**config.mk**
```make
export PLATFORM = sky130hd
export DESIGN_NAME = mdu_issue
export DESIGN_NICKNAME = d
export VERILOG_FILES = /design/src/rtl/mdu_issue.sv
export SDC_FILE = /design/constraint.sdc
export NUM_CORES = 1
export LEC_CHECK = 0
export CAP_MARGIN = 20
export CORE_ASPECT_RATIO = 0.75
export CORE_MARGIN = 1.5
export CORE_UTILIZATION = 42
export CTS_CLUSTER_DIAMETER = 50
export CTS_CLUSTER_SIZE = 28
export DETAILED_ROUTE_END_ITERATION = 10
export GPL_ROUTABILITY_DRIVEN = 0
export PLACE_DENSITY_LB_ADDON = 0.05
export SLEW_MARGIN = 20
export SYNTH_ARGS = -nofsm -noshare
export SYNTH_HDL_FRONTEND = slang
export SYNTH_SLANG_ARGS = --single-unit
export TNS_END_PERCENT = 10
```
**constraint.sdc**
```tcl
create_clock -name clk -period 2.7 [get_ports clk]
set_input_delay 0.54 -clock clk [delete_from_list [all_inputs] [get_ports clk]]
set_output_delay 0.54 -clock clk [all_outputs]
set_load 0.05 [all_outputs]
```
**src/rtl/mdu_issue.sv**
```systemverilog
// Issue sequencer between the execute stage and a multi-cycle multiply/divide unit.
// Holds the pipeline while one M-op runs, then writes its result to the register file.
module mdu_issue #(
    parameter int TIMEOUT = 100
) (
    input  logic        clk,
    input  logic        rst_n,
    input  logic        req_valid,
    input  logic [2:0]  req_funct3,
    input  logic [31:0] req_rs1,
    input  logic [31:0] req_rs2,
    input  logic [4:0]  req_rd,
    input  logic        flush,
    output logic        req_ready,
    output logic        stall,
    output logic        mdu_start,
    output logic [2:0]  mdu_funct3,
    output logic [31:0] mdu_a,
    output logic [31:0] mdu_b,
    input  logic        mdu_busy,
    input  logic [31:0] mdu_result,
    output logic        wb_valid,
    output logic [4:0]  wb_rd,
    output logic [31:0] wb_data,
    output logic        err
);
    typedef enum logic [2:0] {IDLE, START, ACK, RUN, DRAIN, WB} state_t;

    localparam logic [7:0] TO = 8'(TIMEOUT);

    state_t     state;
    logic [4:0] rd_q;
    logic [7:0] cnt;
    logic       busy_seen;
    logic       wb_q;
    logic       timeout;

    assign timeout   = (cnt + 8'd1) == TO;
    assign req_ready = (state == IDLE);
    assign stall     = req_valid & ~flush & (state != WB);
    // A flush arriving in the writeback cycle itself must still kill the write.
    assign wb_valid  = wb_q & ~flush;

    always_ff @(posedge clk or negedge rst_n) begin
        if (!rst_n) begin
            state      <= IDLE;
            rd_q       <= '0;
            cnt        <= '0;
            busy_seen  <= 1'b0;
            wb_q       <= 1'b0;
            mdu_start  <= 1'b0;
            mdu_funct3 <= '0;
            mdu_a      <= '0;
            mdu_b      <= '0;
            wb_rd      <= '0;
            wb_data    <= '0;
            err        <= 1'b0;
        end else begin
            mdu_start <= 1'b0;
            wb_q      <= 1'b0;
            case (state)
                IDLE: begin
                    if (req_valid && !flush) begin
                        mdu_funct3 <= req_funct3;
                        mdu_a      <= req_rs1;
                        mdu_b      <= req_rs2;
                        rd_q       <= req_rd;
                        cnt        <= '0;
                        mdu_start  <= 1'b1;
                        state      <= START;
                    end
                end
                START: begin
                    // The start pulse is already out, so a flush must wait for the MDU.
                    if (flush) begin
                        busy_seen <= 1'b0;
                        state     <= DRAIN;
                    end else begin
                        state <= ACK;
                    end
                end
                ACK: begin
                    cnt <= cnt + 8'd1;
                    if (timeout) begin
                        err   <= 1'b1;
                        state <= IDLE;
                    end else if (flush) begin
                        busy_seen <= mdu_busy;
                        state     <= DRAIN;
                    end else if (mdu_busy) begin
                        state <= RUN;
                    end
                end
                RUN: begin
                    cnt <= cnt + 8'd1;
                    if (timeout) begin
                        err   <= 1'b1;
                        state <= IDLE;
                    end else if (flush) begin
                        busy_seen <= 1'b1;
                        state     <= DRAIN;
                    end else if (!mdu_busy) begin
                        wb_data <= mdu_result;
                        wb_rd   <= rd_q;
                        wb_q    <= (rd_q != 5'd0);
                        state   <= WB;
                    end
                end
                DRAIN: begin
                    cnt <= cnt + 8'd1;
                    if (timeout) begin
                        err   <= 1'b1;
                        state <= IDLE;
                    end else if (busy_seen && !mdu_busy) begin
                        state <= IDLE;
                    end else begin
                        busy_seen <= busy_seen | mdu_busy;
                    end
                end
                WB:      state <= IDLE;
                default: state <= IDLE;
            endcase
        end
    end
endmodule
```
# After elaboration in Yosys (flattened, before gate mapping)

Index checks and enable logic that the tools add are counted.

Flip-flop bits (word level): 124
Input port bits: 109
Output and inout port bits: 109
Word-level logic and storage cells: 79

Add/sub/neg operators: 1
Equal/unequal tests: 17
Muxes and demuxes: 27
Bitwise operators: 7
Reductions and logical operators: 15

Operators by type and width:

| cell                                                                   | count |
|---|---|
| 3-bit two-way mux                                                      | 10 |
| 8-bit one-hot mux with 2 select lines                                  | 1 |
| 3-bit one-hot mux with 5 select lines                                  | 1 |
| 2-bit != test (second input constant)                                  | 7 |
| 1-bit two-way mux                                                      | 13 |
| 8-bit by 1-bit adder with 8-bit output (second input constant)         | 1 |
| 8-bit by 7-bit equality test with 1-bit output (second input constant) | 1 |
| 8-bit two-way mux                                                      | 1 |
| 4-bit != test (second input constant)                                  | 2 |
| 4-bit AND reduction                                                    | 2 |
| 8-bit AND reduction                                                    | 1 |
| 3-bit by 2-bit equality test with 1-bit output (second input constant) | 2 |
| 3-bit != test (second input constant)                                  | 2 |
| 2-bit AND reduction                                                    | 3 |
| 5-bit nonzero test                                                     | 1 |
| 1-bit one-hot mux with 4 select lines                                  | 1 |
| 4-bit nonzero test                                                     | 1 |
| 1-bit AND                                                              | 3 |
| 3-bit by 1-bit equality test with 1-bit output (second input constant) | 1 |
| 3-bit equality test (second input constant)                            | 1 |
| 3-bit logical NOT                                                      | 1 |
| 1-bit NOT                                                              | 3 |
| 3-bit OR reduction                                                     | 1 |
| 1-bit logical AND                                                      | 2 |
| 4 further kinds                                                        | 5 |

# Logic depth before layout (Yosys ltp)

Gate-level depths: netlist of run 1.

Word-level depth: 5
Gate-level depth with buffers: 7
Gate-level depth less buffers: 5

# Worst setup path before layout of run 1

Ideal clock, no wire load.

Path type: register -> register
Start point: reg state[2]
End point: reg cnt[5]
Setup time: 0.131 ns
Arrival time: 2.439 ns
Required time: 2.569 ns
Path slack: 0.130 ns
Stages on the path, launching flop included: 6
Buffers on the path: 1
Period minus slack after synthesis: 2.570 ns
Cell sequence: dfrtp_1 clkbuf_1 nor3_1 a311oi_1 o21ai_0 o31ai_1

Elaborated cells on any way between the ends: 9
Classes of those cells: eq/ne: 4; mux: 1; reduce/logical: 4

RTL lines:

| element                                                                                         | line | source |
|---|---|---|
| from (decl)                                                                                     | 31   | `state_t state;` |
| from (signal assigned)                                                                          | 46   | `state <= IDLE;` |
| from (signal assigned)                                                                          | 70   | `state <= START;` |
| from (signal assigned)                                                                          | 77   | `state <= DRAIN;` |
| 3-bit logical NOT *                                                                             | n/a  |  |
| via req_ready                                                                                   | 14   | `output logic req_ready,` |
| 2-bit by 1-bit != test with 1-bit output (no line) / 2-bit nonzero test (equally long branches) | n/a  |  |
| 2-bit AND reduction (no line)                                                                   | n/a  |  |
| to (signal assigned)                                                                            | 83   | `cnt <= cnt + 8'd1;` |
| to (signal assigned)                                                                            | 95   | `cnt <= cnt + 8'd1;` |
| to (signal assigned)                                                                            | 110  | `cnt <= cnt + 8'd1;` |
| to (decl)                                                                                       | 33   | `logic [7:0] cnt;` |

Mark *: on every way through the listed nets, which the timed path passes. The rest lies on a longest branch.
A chain may end at the register's enable or synchronous reset.

# Worst setup path after layout of run 1

Start point: reg state[1]
End point: out req_ready

Longest elaborated chain between the ends: 1

Ends and longest elaborated chain:

| element           | line | source |
|---|---|---|
| 3-bit logical NOT | 39   | `assign req_ready = (state == IDLE);` |
| to (decl)         | 14   |  |

No other way between the ends.

==> results.sh, run 1 <==
export IMPL_grt_max_degree=66
export IMPL_fmax_mhz=389.4
export IMPL_tns_ps=0
export IMPL_syn_cell_area_mm2=0.004957
export IMPL_timing_rr_end="wb_data[3]"
export IMPL_ys_seq_area_frac=0.6259
export IMPL_drt_iter0_drc=134
export IMPL_core_area_mm2=0.01153
export IMPL_initial_core_util=0.4300
export IMPL_avgViaCountPerCell=4.854
export IMPL_antenna_found_initial=0
export IMPL_synth_compound_area_frac=0.03735
export IMPL_synthSimpleGateAreaFrac=0.04341
export IMPL_synthFlopType="dfrtp_1"
export IMPL_cpMaxStageDelayCell="clkdlybuf4s50_1"
export IMPL_worstSetupStartpointType="flip-flop"
export IMPL_areaGrowthSynthToFinish_pct=62.59
export IMPL_rows=34
export IMPL_path_delay_family="buffers and inverters"
export IMPL_netlist_instances=324
export IMPL_synth_top_family_by_area="multiplexers"
export IMPL_cp_data_required_time_ps=2160
export IMPL_grt_overflow=0
export IMPL_grt_usage=0.2004
export IMPL_via_count=3563
export IMPL_peakVddDrop_uv=799.4
export IMPL_insertion_delay_ps=410
export IMPL_period_minus_slack_ps=2568
export IMPL_dp_hpwl_mm=8.468
export IMPL_diodes=0
export IMPL_cts_tree="done"
export IMPL_cts_resized=0
export IMPL_cp_max_fo=11
export IMPL_remaining_drc_errors=0
export IMPL_grt_pass1_wl_mm=19.01
export IMPL_critPathCaptureType="output pin"
export IMPL_synth_edff_count=0
export IMPL_multi_input_area_mm2=0.001769
export IMPL_final_period_utilization=0.9511
export IMPL_rsz0062_at_grt="false"
export IMPL_drv_slew=0
export IMPL_power_leakage_nw=3.405
export IMPL_place_inst=702
export IMPL_synthesis_nets=434
export IMPL_skew_ps=10.54
export IMPL_fin_cells=734
export IMPL_timing_hold_ws_ps=122.2
export IMPL_yosys_top_cells_count="124 x dfrtp_1, 91 x mux2_2, 19 x mux2_4"
export IMPL_finalSetupViolations=0
export IMPL_ios=218
export IMPL_crit_start="state[1]"
export IMPL_wire_per_inst_um=16.04
export IMPL_r2r_cells=6
export IMPL_synthMuxAreaShare=0.2643
export IMPL_h_tree_depth=4
export IMPL_hold_viol_final=0
export IMPL_crit_chain="nor3_1, clkdlybuf4s50_1"
export IMPL_fillCellCount=841
export IMPL_wl_mm=11.78
export IMPL_hold_class="in -> async"
export IMPL_yosysTopAreaCellShare=0.6259
export IMPL_drive_gt1_frac=0.2832
export IMPL_dr_pass1_iters=4
export IMPL_p_per_area_mw_per_mm2=1365
export IMPL_grt_pass1_vias=3833
export IMPL_relSlewSlack=0.6081
export IMPL_cts_setup_buffers=0
export IMPL_yosys_area_top_type="dfrtp_1"
export IMPL_regToRegSetupSlack_ps=580
export IMPL_synth_distinct_cells=37
export IMPL_numCtsBuffers=17
export IMPL_synth_fa_ha_area_frac=0.002524
export IMPL_stdcell_area_mm2=0.008060
export IMPL_ctsHoldBuffers=0
export IMPL_die_area_mm2=0.01247
export IMPL_timing_critical_path_to="req_ready"
export IMPL_async_flop_share=1.000
export IMPL_nets=669
export IMPL_place_area_mm2=0.007448
export IMPL_synth_warnings=0
export IMPL_ant_nets=0
export IMPL_chipHeight_um=97.09
export IMPL_synth_area_per_cell_um2=15.30
export IMPL_worstMarginPinSlew_ps=587.8
export IMPL_run_status="finished, final reports clean"
export IMPL_crit_buf_inv=1
export IMPL_cap_viol_max_count=0
export IMPL_synth_xor_area_frac=0.007067
export IMPL_ys_ff_latch=124
export IMPL_regArea_mm2=0.003103
export IMPL_fp_dieW_um=128.5
export IMPL_crit_cells=2
export IMPL_clkTransAtPathRegs_ps=60
export IMPL_synth_area_leaders="dfrtp_1 63%, mux2_2 21%, mux2_4 5.8%, o21ai_0 1.8%, buf_2 0.81%"
export IMPL_r2r_start="cnt[0]"
export IMPL_critPathArrivalTime_ps=2030
export IMPL_clock_sinks=124
export IMPL_port_buffer_count=217
export IMPL_yosysMostFrequentCell="dfrtp_1"
export IMPL_timing_worst_setup_path_type="reg -> out"
export IMPL_max_stage_delay_ps=860
export IMPL_clockRootBuffer="clkbuf_16"
export IMPL_clockBufferDepth=2
cell type report:
class	count	share of cell area
clock inverter	11	0.01754
tap	162	0.02515
clock buffer	21	0.05837
timing repair buffer	230	0.2931
sequential	124	0.3850
multi-input combinational	183	0.2195
inverter	3	0.001397
cells by family after synthesis:
family	after synthesis
XOR/XNOR	4
adder cells (fa/ha/maj)	1
buffers and inverters	17
AND/OR/NAND/NOR	36
AO/OA/AOI/OAI	32
flip-flops	124
multiplexers	110
worst min path at each step:
stage                 endpoint  startpoint  cells after the start  slack [ps]
finish              wb_data[9]       rst_n                      1         120
global route        wb_data[9]       rst_n                      1         170
CTS                 wb_data[9]       rst_n                      1         140
detailed placement         err         err                      1         470
global placement           err         err                      1         460
floorplan            busy_seen       rst_n                      0         240
power breakdown:
| part | internal (mW) | leakage [nW] | switching, mW | total, mW |
|---|---|---|---|---|
| logic | 2.14 | 1.55 | 3.45 | 5.59 |
| registers | 2.65 | 1.56 | 0.446 | 3.10 |
| clock network | 1.52 | 0.295 | 0.795 | 2.31 |
| total | 6.31 | 3.40 | 4.69 | 11.0 |
cells in the final DEF (no fill, tap or decap), types with 2 or more instances in the layout:
| master | instances |
|---|---|
| clkbuf_16 | 17 |
| nor3_1 | 2 |
| and3_1 | 2 |
| buf_4 | 8 |
| bufinv_16 | 3 |
| nor2b_1 | 3 |
| clkdlybuf4s50_1 | 214 |
| buf_12 | 8 |
| a21oi_1 | 5 |
| nand3_1 | 4 |
| clkinv_2 | 4 |
| a22oi_1 | 2 |
| nand2b_1 | 3 |
| nor2_1 | 2 |
| mux2_4 | 19 |
| nand4_1 | 2 |
| o21ai_0 | 18 |
| clkinvlp_4 | 3 |
| nand2_1 | 9 |
| xor2_1 | 3 |
| inv_1 | 3 |
| mux2_2 | 91 |
| dfrtp_1 | 124 |
| clkbuf_8 | 3 |
flip-flops by register name (all words and copies together) (netlist names):
signal	cells
busy_seen	1
cnt	8
err	1
mdu_a	32
mdu_b	32
mdu_funct3	3
mdu_start	1
rd_q	5
state	3
wb_data	32
wb_q	1
wb_rd	5
per-layer routing:
layer  part of all wire  wire length [um]  vias to the layer above  GRT usage
met5                  0                 0                        -          0
met4              0.016               191                        0    0.07779
met3              0.093              1091                       15    0.09086
met2               0.50              5935                      137     0.3242
met1               0.39              4559                     1774     0.2328
li1                   -                 -                     1637          -
metrics by stage:
step                power, mW  setup slack, ps    util
floorplan               6.684            129.9       -
global placement        8.656            396.2  0.6461
detailed placement      8.739            361.2  0.6461
CTS                     11.12            119.3  0.6992
global route            11.47            59.67  0.6992
finish                  11.00            132.0  0.6992
Note: power is estimated with default switching activity, not from simulation.
==> inputs of run 2 (changes only) <==
Settings changed: CORE_UTILIZATION 42 to 43, CTS_BUF_LIST set to sky130_fd_sc_hd__clkbuf_2 sky130_fd_sc_hd__clkbuf_4 sky130_fd_sc_hd__clkbuf_8.
==> results.sh, run 2 (synthesis gave the netlist of run 1 again) <==
export IMPL_hold_viol_final=0
export IMPL_wl_mm=11.98
export IMPL_cts_tree="done"
export IMPL_wire_per_inst_um=16.92
export IMPL_mostFrequentLayoutCells="213 x clkdlybuf4s50_1, 124 x dfrtp_1, 91 x mux2_2, 21 x clkbuf_8, 19 x mux2_4"
export IMPL_clock_sinks=124
export IMPL_power_leakage_nw=3.312
export IMPL_h_tree_depth=4
export IMPL_worstMarginPinSlew_ps=545.9
export IMPL_cap_viol_max_count=0
export IMPL_drv_slew=0
export IMPL_period_minus_slack_ps=2412
export IMPL_initial_core_util=0.4480
export IMPL_switching_share=0.4403
export IMPL_cp_max_fo=11
export IMPL_ctsHoldBuffers=0
export IMPL_grt_overflow=0
export IMPL_remaining_drc_errors=0
export IMPL_power_mw=10.49
export IMPL_p_per_area_mw_per_mm2=1339
export IMPL_rsz0062_at_grt="false"
export IMPL_crit_start="state[1]"
export IMPL_final_common_cell="clkdlybuf4s50_1"
export IMPL_combPwrFrac=0.530
export IMPL_dr_pass1_iters=4
export IMPL_clkTransAtPathRegs_ps=70
export IMPL_postLayoutCoreUtil=0.7081
export IMPL_finalWorstSetupSlack_ps=288.4
export IMPL_clockBufferDepth=2
export IMPL_via_count=3571
export IMPL_finalSetupViolations=0
export IMPL_grt_pass1_wl_mm=18.33
export IMPL_stdcell_area_mm2=0.007835
export IMPL_drt_iter0_drc=190
export IMPL_dp_hpwl_mm=8.801
export IMPL_core_area_mm2=0.01107
export IMPL_r2r_start="cnt[0]"
export IMPL_ios=218
export IMPL_clockRootBuffer="clkbuf_8"
export IMPL_hold_class="in -> async"
export IMPL_insertion_delay_ps=420
export IMPL_nets=665
export IMPL_grt_pass1_vias=3678
export IMPL_worstSetupStartpointType="flip-flop"
export IMPL_grt_usage=0.1977
export IMPL_grt_max_degree=57
export IMPL_top_usage_layer="met2"
export IMPL_p_seq_frac=0.296
export IMPL_areaGrowthSynthToFinish_pct=58.05
export IMPL_timing_worst_setup_path_type="reg -> out"
export IMPL_port_buffer_count=217
export IMPL_relSlewSlack=0.6361
export IMPL_fmax_mhz=414.7
export IMPL_tns_ps=0
export IMPL_peakVddDrop_uv=952.3
export IMPL_chipHeight_um=95.99
export IMPL_diodes=0
export IMPL_place_area_mm2=0.007378
export IMPL_dp_slack_ps=268.2
export IMPL_p_int_mw=5.872
export IMPL_final_period_utilization=0.8932
export IMPL_avgViaCountPerCell=5.044
export IMPL_die_area_mm2=0.01219
export IMPL_power_frac_clock=0.174
export IMPL_met1_usage=0.2353
export IMPL_met3_usage=0.09505
export IMPL_critPathArrivalTime_ps=1870
export IMPL_cts_setup_buffers=0
export IMPL_fp_dieW_um=127.0
export IMPL_rows=33
export IMPL_ant_nets=0
export IMPL_antenna_found_initial=0
export IMPL_met2_usage=0.3170
export IMPL_critPathCaptureType="output pin"
export IMPL_skew_ps=13.19
export IMPL_drive_gt1_frac=0.2799
export IMPL_reg_largest_list="mdu_a x32, mdu_b x32, wb_data x32"
export IMPL_numCtsBuffers=17
export IMPL_run_status="finished, final reports clean"
export IMPL_p_sw_mw=4.618
export IMPL_cp_data_required_time_ps=2160
run 2: cell types whose count changed in the layout (fill, tap and decap cells not counted), sizes merged:
| cell | change |
|---|---|
| bufinv | +1 |
| clkbuf | +1 |
| clkinv | -2 |
| buf | -4 |
| dlygate4sd2 | +1 |
| clkdlybuf4s50 | -1 |
run 2: critical path, stage by stage, from the launching register on:
cell	delay, ps
dfrtp_1	490
nor3_1	390
dlygate4sd2_1	580
run 2: timing repair:
action	4_1_cts	5_1_grt
setup endpoints to repair	1	0
endpoints found under the hold margin	0	0
resized for setup	1	0
run 2: power groups by stage:
stage / Clock (mW) / Combinational [mW] / Sequential (mW)
after global routing: 1.96 / 5.77 / 3.22
after CTS: 1.87 / 5.61 / 3.12
after floorplan: 0 / 1.08 / 5.60
final: 1.82 / 5.56 / 3.11
after global placement: 0 / 5.54 / 3.09
after detailed placement: 0 / 5.60 / 3.14
run 2: per-layer routing:
metal	wire length [um]	up-vias
met5	0	-
met2	5944	144
met1	4635	1784
met3	1158	16
met4	241	0
li1	-	1627
run 2: final timing paths:
path                         endpoint  slack, ps  depth (start not counted)
max                         req_ready        290                          2
min in group clk                  err        490                          1
min reg2reg                       err        490                          1
max reg2reg                wb_data[0]        550                          6
min                        wb_data[9]        100                          1
max in group asynchronous    mdu_b[9]       1910                          2
run 2: area by class of cell:
type                       instances  area, um^2
multi-input combinational        183        1769
sequential                       124        3103
clock inverter                    10       161.4
tap                              140       175.2
fill                             787        3231
inverter                           3       11.26
clock buffer                      22       296.5
timing repair buffer             226        2318
run 2: stage by stage:
step	instances	hold WS (ps)
2_1_floorplan	324	244.4
3_3_place_gp	676	464.9
3_5_place_dp	676	474.6
4_1_cts	708	107.4
5_1_grt	708	129.5
6_report	708	103.5
==> inputs of run 3 (changes only) <==
Settings changed: ABC_AREA set to 1, CORE_UTILIZATION 43 to 44.
==> results.sh, run 3 <==
export IMPL_critPathArrivalTime_ps=2670
export IMPL_synthesis_nets=698
export IMPL_ys_seq_area_frac=0.6019
export IMPL_crit_buf_inv=1
export IMPL_top_usage_layer="met2"
export IMPL_finalWorstSetupSlack_ps=376.2
export IMPL_peakVddDrop_uv=662.1
export IMPL_r2r_cells=10
export IMPL_initial_core_util=0.4488
export IMPL_insertion_delay_ps=420
export IMPL_skew_ps=10.10
export IMPL_ys_ff_latch=124
export IMPL_rows=34
export IMPL_p_seq_frac=0.305
export IMPL_p_per_area_mw_per_mm2=1320
export IMPL_clockRootBuffer="clkbuf_8"
export IMPL_fp_dieW_um=128.0
export IMPL_yosysMostFrequentCell="nand2_1"
export IMPL_grt_pass1_wl_mm=22.61
export IMPL_netlist_instances=588
export IMPL_synth_area_per_cell_um2=8.767
export IMPL_synthFlopType="dfrtp_1"
export IMPL_synth_area_leaders="dfrtp_1 60%, nand2_1 21%, inv_1 4.6%, o21ai_2 3.9%, o21ai_0 2.3%"
export IMPL_drive_gt1_frac=0.08648
export IMPL_dp_hpwl_mm=9.453
export IMPL_multi_input_area_mm2=0.001660
export IMPL_final_common_cell="nand2_1"
export IMPL_worstMarginPinSlew_ps=799.8
export IMPL_synth_fa_ha_area_frac=0.002427
export IMPL_stdcell_area_mm2=0.007829
export IMPL_relSlewSlack=0.4668
export IMPL_crit_cells=10
export IMPL_yosys_area_top_type="dfrtp_1"
export IMPL_power_leakage_nw=3.904
export IMPL_met2_usage=0.3540
export IMPL_run_status="finished, final reports clean"
export IMPL_chipHeight_um=96.74
export IMPL_finalSetupViolations=0
export IMPL_max_stage_delay_ps=620
export IMPL_p_sw_mw=5.017
export IMPL_via_count=4542
export IMPL_synth_distinct_cells=30
export IMPL_yosysTopAreaCellShare=0.6019
export IMPL_cts_setup_buffers=0
export IMPL_fin_cells=965
export IMPL_die_area_mm2=0.01238
export IMPL_period_minus_slack_ps=2324
export IMPL_hold_viol_final=0
export IMPL_numCtsBuffers=17
export IMPL_cpMostUsedCell="nand2_1"
export IMPL_synth_edff_count=0
export IMPL_synth_compound_area_frac=0.07718
export IMPL_async_flop_share=1.000
export IMPL_combPwrFrac=0.549
export IMPL_worstSetupStartpointType="flip-flop"
export IMPL_cap_viol_max_count=0
export IMPL_cpMaxStageDelayCell="buf_4"
export IMPL_timing_hold_ws_ps=459.1
export IMPL_clkTransAtPathRegs_ps=70
export IMPL_clock_sinks=124
export IMPL_reg_largest_list="mdu_a x32, mdu_b x32, wb_data x32"
export IMPL_dr_pass1_iters=4
export IMPL_grt_max_degree=76
export IMPL_regArea_mm2=0.003103
export IMPL_remaining_drc_errors=0
export IMPL_place_inst=933
export IMPL_grt_overflow=0
export IMPL_timing_worst_setup_path_type="reg -> reg"
export IMPL_synth_warnings=0
export IMPL_diodes=0
export IMPL_clockBufferDepth=2
export IMPL_met1_usage=0.2955
export IMPL_met3_usage=0.1012
export IMPL_synth_top_family_by_area="simple AND/OR/NAND/NOR gates"
export IMPL_mostFrequentLayoutCells="282 x nand2_1, 213 x clkdlybuf4s50_1, 124 x dfrtp_1, 63 x inv_1, 24 x o21ai_0"
export IMPL_nets=919
export IMPL_areaGrowthSynthToFinish_pct=51.87
export IMPL_final_period_utilization=0.8607
export IMPL_synthMuxAreaShare=0
export IMPL_grt_usage=0.2339
export IMPL_hold_class="in -> async"
export IMPL_wl_mm=13.47
export IMPL_drv_slew=0
export IMPL_wire_per_inst_um=13.95
export IMPL_rsz0062_at_grt="false"
export IMPL_dp_slack_ps=332.8
export IMPL_syn_cell_area_mm2=0.005155
export IMPL_fillCellCount=928
export IMPL_path_delay_family="simple AND/OR/NAND/NOR gates"
export IMPL_grt_pass1_vias=4653
export IMPL_ios=218
export IMPL_drt_iter0_drc=223
export IMPL_synth_xor_area_frac=0.005097
export IMPL_avgViaCountPerCell=4.707
export IMPL_fmax_mhz=430.3
export IMPL_place_area_mm2=0.007451
export IMPL_tns_ps=0
export IMPL_cp_max_fo=75
export IMPL_antenna_found_initial=0
export IMPL_cts_tree="done"
export IMPL_crit_chain="ha_1, nand3_1, o21ai_1, nand2_1, nor2_2, nand2_4, nand3_4, buf_4, nand2_1, o21ai_2"
export IMPL_p_int_mw=5.319
export IMPL_power_frac_clock=0.147
export IMPL_h_tree_depth=4
export IMPL_power_mw=10.34
export IMPL_cp_data_required_time_ps=3040
export IMPL_postLayoutCoreUtil=0.6816
export IMPL_switching_share=0.4854
export IMPL_ant_nets=0
export IMPL_synthSimpleGateAreaFrac=0.2369
export IMPL_critPathCaptureType="flip-flop"
export IMPL_yosys_top_cells_count="283 x nand2_1, 124 x dfrtp_1, 63 x inv_1"
export IMPL_core_area_mm2=0.01149
export IMPL_port_buffer_count=217
-- run 3: changes by cell type after synthesis, sizes merged, moves of 6 or more --
cell | previous run | this run
buf | 11 | 17
inv | 3 | 63
mux2 | 110 | 0
nand2 | 9 | 284
nand3 | 4 | 10
nor2 | 3 | 16
o21ai | 18 | 50
-- run 3: worst register-to-register path: stages, from the launching register on --
cell and delay (ps):
dfrtp_1 390, ha_1 240, nand3_1 130, o21ai_1 140, nand2_1 80, nor2_2 150
nand2_4 110, nand3_4 70, buf_4 620, nand2_1 230, o21ai_2 100
-- run 3: final timing paths --
| kind | slack, ps | from | to |
|---|---|---|---|
| hold reg to reg | 480 | mdu_a[9] | mdu_a[9] |
| setup / recovery | 380 | cnt[1] | wb_data[21] |
| setup reg to reg | 380 | cnt[1] | wb_data[21] |
| hold / removal | 460 | rst_n | mdu_b[11] |
| min in group clk | 480 | mdu_a[9] | mdu_a[9] |
| max in group asynchronous | 1680 | rst_n | rd_q[0] |
-- run 3: cell type report --
class | count | area share
flip-flops and latches | 124 | 0.3964
clock buffers | 23 | 0.03804
repair buffers | 225 | 0.2912
well taps | 144 | 0.02301
multi-input cells | 377 | 0.2121
inverters | 64 | 0.03069
clock inverters | 8 | 0.008630
-- run 3: cell families (layout without fill, tap and decap cells) --
logic type,Yosys count,in the layout
and+or+nand+nor,313,313
xor gates and xnor gates,3,3
buffers and inverters,87,320
DFF,124,124
AOI/OAI and AO/OA,60,60
adders and majority gates,1,1
-- run 3: layer usage --
| metal | part of all wire | routed length, um |
|---|---|---|
| met3 | 0.095 | 1276 |
| met5 | 0 | 0 |
| met1 | 0.43 | 5748 |
| met2 | 0.46 | 6149 |
| met4 | 0.022 | 290 |
-- run 3: power by group through the flow --
stage | combinational (mW) | sequential, mW | clock [mW]
floorplan | 1.21 | 5.58 | 0
global placement | 5.62 | 3.13 | 0
detailed placement | 5.70 | 3.15 | 0
CTS | 5.71 | 3.15 | 1.56
global route | 6.03 | 3.25 | 1.66
finish | 5.67 | 3.15 | 1.51
-- run 3: repair_timing --
item,in CTS,in global routing
setup endpoints to repair,0,1
gates resized for setup,0,1
hold buffers,1,0
hold endpoints to repair,2,0
==> edit (flow settings as in run 3) <==
Put one more register stage on the output `err`, cleared by the reset. The value now appears one clock later. The other outputs are not delayed to match.
--- a/src/rtl/mdu_issue.sv
+++ b/src/rtl/mdu_issue.sv
@@ -28,6 +28,8 @@
 
     localparam logic [7:0] TO = 8'(TIMEOUT);
 
+    logic err_s0;
+
     state_t     state;
     logic [4:0] rd_q;
     logic [7:0] cnt;
@@ -54,7 +56,7 @@
             mdu_b      <= '0;
             wb_rd      <= '0;
             wb_data    <= '0;
-            err        <= 1'b0;
+            err_s0     <= 1'b0;
         end else begin
             mdu_start <= 1'b0;
             wb_q      <= 1'b0;
@@ -82,7 +84,7 @@
                 ACK: begin
                     cnt <= cnt + 8'd1;
                     if (timeout) begin
-                        err   <= 1'b1;
+                        err_s0 <= 1'b1;
                         state <= IDLE;
                     end else if (flush) begin
                         busy_seen <= mdu_busy;
@@ -94,7 +96,7 @@
                 RUN: begin
                     cnt <= cnt + 8'd1;
                     if (timeout) begin
-                        err   <= 1'b1;
+                        err_s0 <= 1'b1;
                         state <= IDLE;
                     end else if (flush) begin
                         busy_seen <= 1'b1;
@@ -109,7 +111,7 @@
                 DRAIN: begin
                     cnt <= cnt + 8'd1;
                     if (timeout) begin
-                        err   <= 1'b1;
+                        err_s0 <= 1'b1;
                         state <= IDLE;
                     end else if (busy_seen && !mdu_busy) begin
                         state <= IDLE;
@@ -122,4 +124,12 @@
             endcase
         end
     end
+    always_ff @(posedge clk or negedge rst_n) begin
+        if (!rst_n) begin
+            err <= '0;
+        end else begin
+            err <= err_s0;
+        end
+    end
+
 endmodule
Function: no difference found for any inputs over 4 cycles, from zero or initial values and one cycle with rst_n low; that may be too few to reach the edited logic, so the function may still have changed.
==> edit against run 3 <==
Sequential cell count increased by 1. Synthesized cell count is 0.17% higher. Power grew 0.35%. Routed wire length decreased by 1.4%. First-iteration DRC count down 16%. Synthesized area grew 0.49%. Maximum frequency down 0.13%. Design area grew 0.82%. Setup slack worse by 0.0030 ns. Critical endpoint is now wb_data[24]$_DFFE_PN0P_. Highest routed layer unchanged.
==> edit: results (changes against run 3) <==
status = finished, final reports clean
Clock Path Buffers = 2 (unchanged)
Worst Max-Slew Pin Slew = 0.795 ns (-0.00512 ns)
1st-iter DRT viols = 187 (-16%)
Post-CTS Setup Repair Bufs = 0 (unchanged)
placed cell area = 0.00752 mm^2 (+0.87%)
Max VDD drop = 0.809 mV (+22%)
first-pass GRT wire length = 22200 um (-1.9%)
CTS Buf Count = 17 (unchanged)
Cell variety after synth = 30 (unchanged)
ys flop type = dfrtp_1
via count = 4460 (-1.8%)
critical path class = register to register
All-Layer GR Usage = 0.227 (-0.00694)
Synth top cells by count = nand2_1, dfrtp_1, inv_1, o21ai_0, o21ai_2
sequential area share after synthesis = 0.604 (+0.00192)
clock skew = 0.00645 ns (-0.00365 ns)
Final nets = 918 (-0.11%)
Crit Reg-Reg Startpoint = cnt[1]$_DFFE_PN0P_
first-pass detailed-route iteration total = 4 (unchanged)
R2R setup slack = 0.37 ns
WL per Instance = 13.5 um (-3.1%)
post-DP HPWL = 9450 um (about the same)
htree depth = 4 (unchanged)
vias in the first global route = 4626 (-0.58%)
ranking of synthesized cells by area = dfrtp_1, nand2_1, inv_1
path depth of the worst reg2reg path = 10 (unchanged)
Synth warnings = 0 (unchanged)
fillers = 938 (+1.1%)
initial antenna violation count = 0 (unchanged)
Hold Buf Count CTS = 0 (-1)
Syn Nets = 699 (+0.14%)
Leakage = 3.92 nW (+0.46%)
Worst path max stage delay = 0.63 ns
endpoints failing setup = 0 (unchanged)
reg2reg end = wb_data[24]$_DFFE_PN0P_
crit path DAT = 2.67 ns (about the same)
share of cells above drive strength 1 = 0.0854 (-0.00111)
clk slew on worst S/H paths = 0.07 ns (about the same)
edit: cell families after synthesis:
kind of cell             synth area share
AO/OA/AOI/OAI                      0.0768
XOR/XNOR                          0.00507
adder cells (fa/ha/maj)           0.00242
buffers and inverters              0.0761
flip-flops                          0.604
AND/OR/NAND/NOR                     0.236
edit: critical path: cells and delay by family (launching register included):
kind | cells | cell delay, ns
flops | 1 | 0.38
compound gates | 2 | 0.25
fa+ha+maj | 1 | 0.24
simple gates | 6 | 0.73
buf+inv | 1 | 0.63
edit: per-stage QoR:
stage	worst slack, ns	hold slack [ns]	std cells	util
after global placement	0.414	0.376	951	0.652
after global routing	0.116	0.123	982	0.685
after floorplan	0.461	0.244	589	-
final	0.373	0.118	982	0.685
after detailed placement	0.348	0.394	951	0.652
after CTS	0.0458	0.110	982	0.684
edit: cell type report:
cell class,instances,area [um^2],share of cell area
clock buffer,24,312,0.0395
clock inverter,7,62.6,0.00793
inverter,64,240,0.0304
timing repair buffer,223,2290,0.290
tap,162,203,0.0257
sequential,125,3130,0.396
multi-input combinational,377,1660,0.210
edit: routing by layer:
| metal | part of all wire | routed length, um | global-route usage | vias to the layer above |
|---|---|---|---|---|
| met1 | 0.44 | 5790 | 0.290 | 2084 |
| li1 | - | - | - | 2219 |
| met5 | 0 | 0 | 0 | - |
| met2 | 0.46 | 6070 | 0.350 | 149 |
| met4 | 0.0077 | 102 | 0.0614 | 0 |
| met3 | 0.099 | 1310 | 0.104 | 8 |
edit: power breakdown:
part           leakage, nW  total, mW  internal, mW  switching [mW]
combinational         2.11       5.68          1.84            3.83
clock                0.199       1.53         0.844           0.689
sequential            1.61       3.16          2.69           0.476
total                 3.92       10.4          5.37            5.00
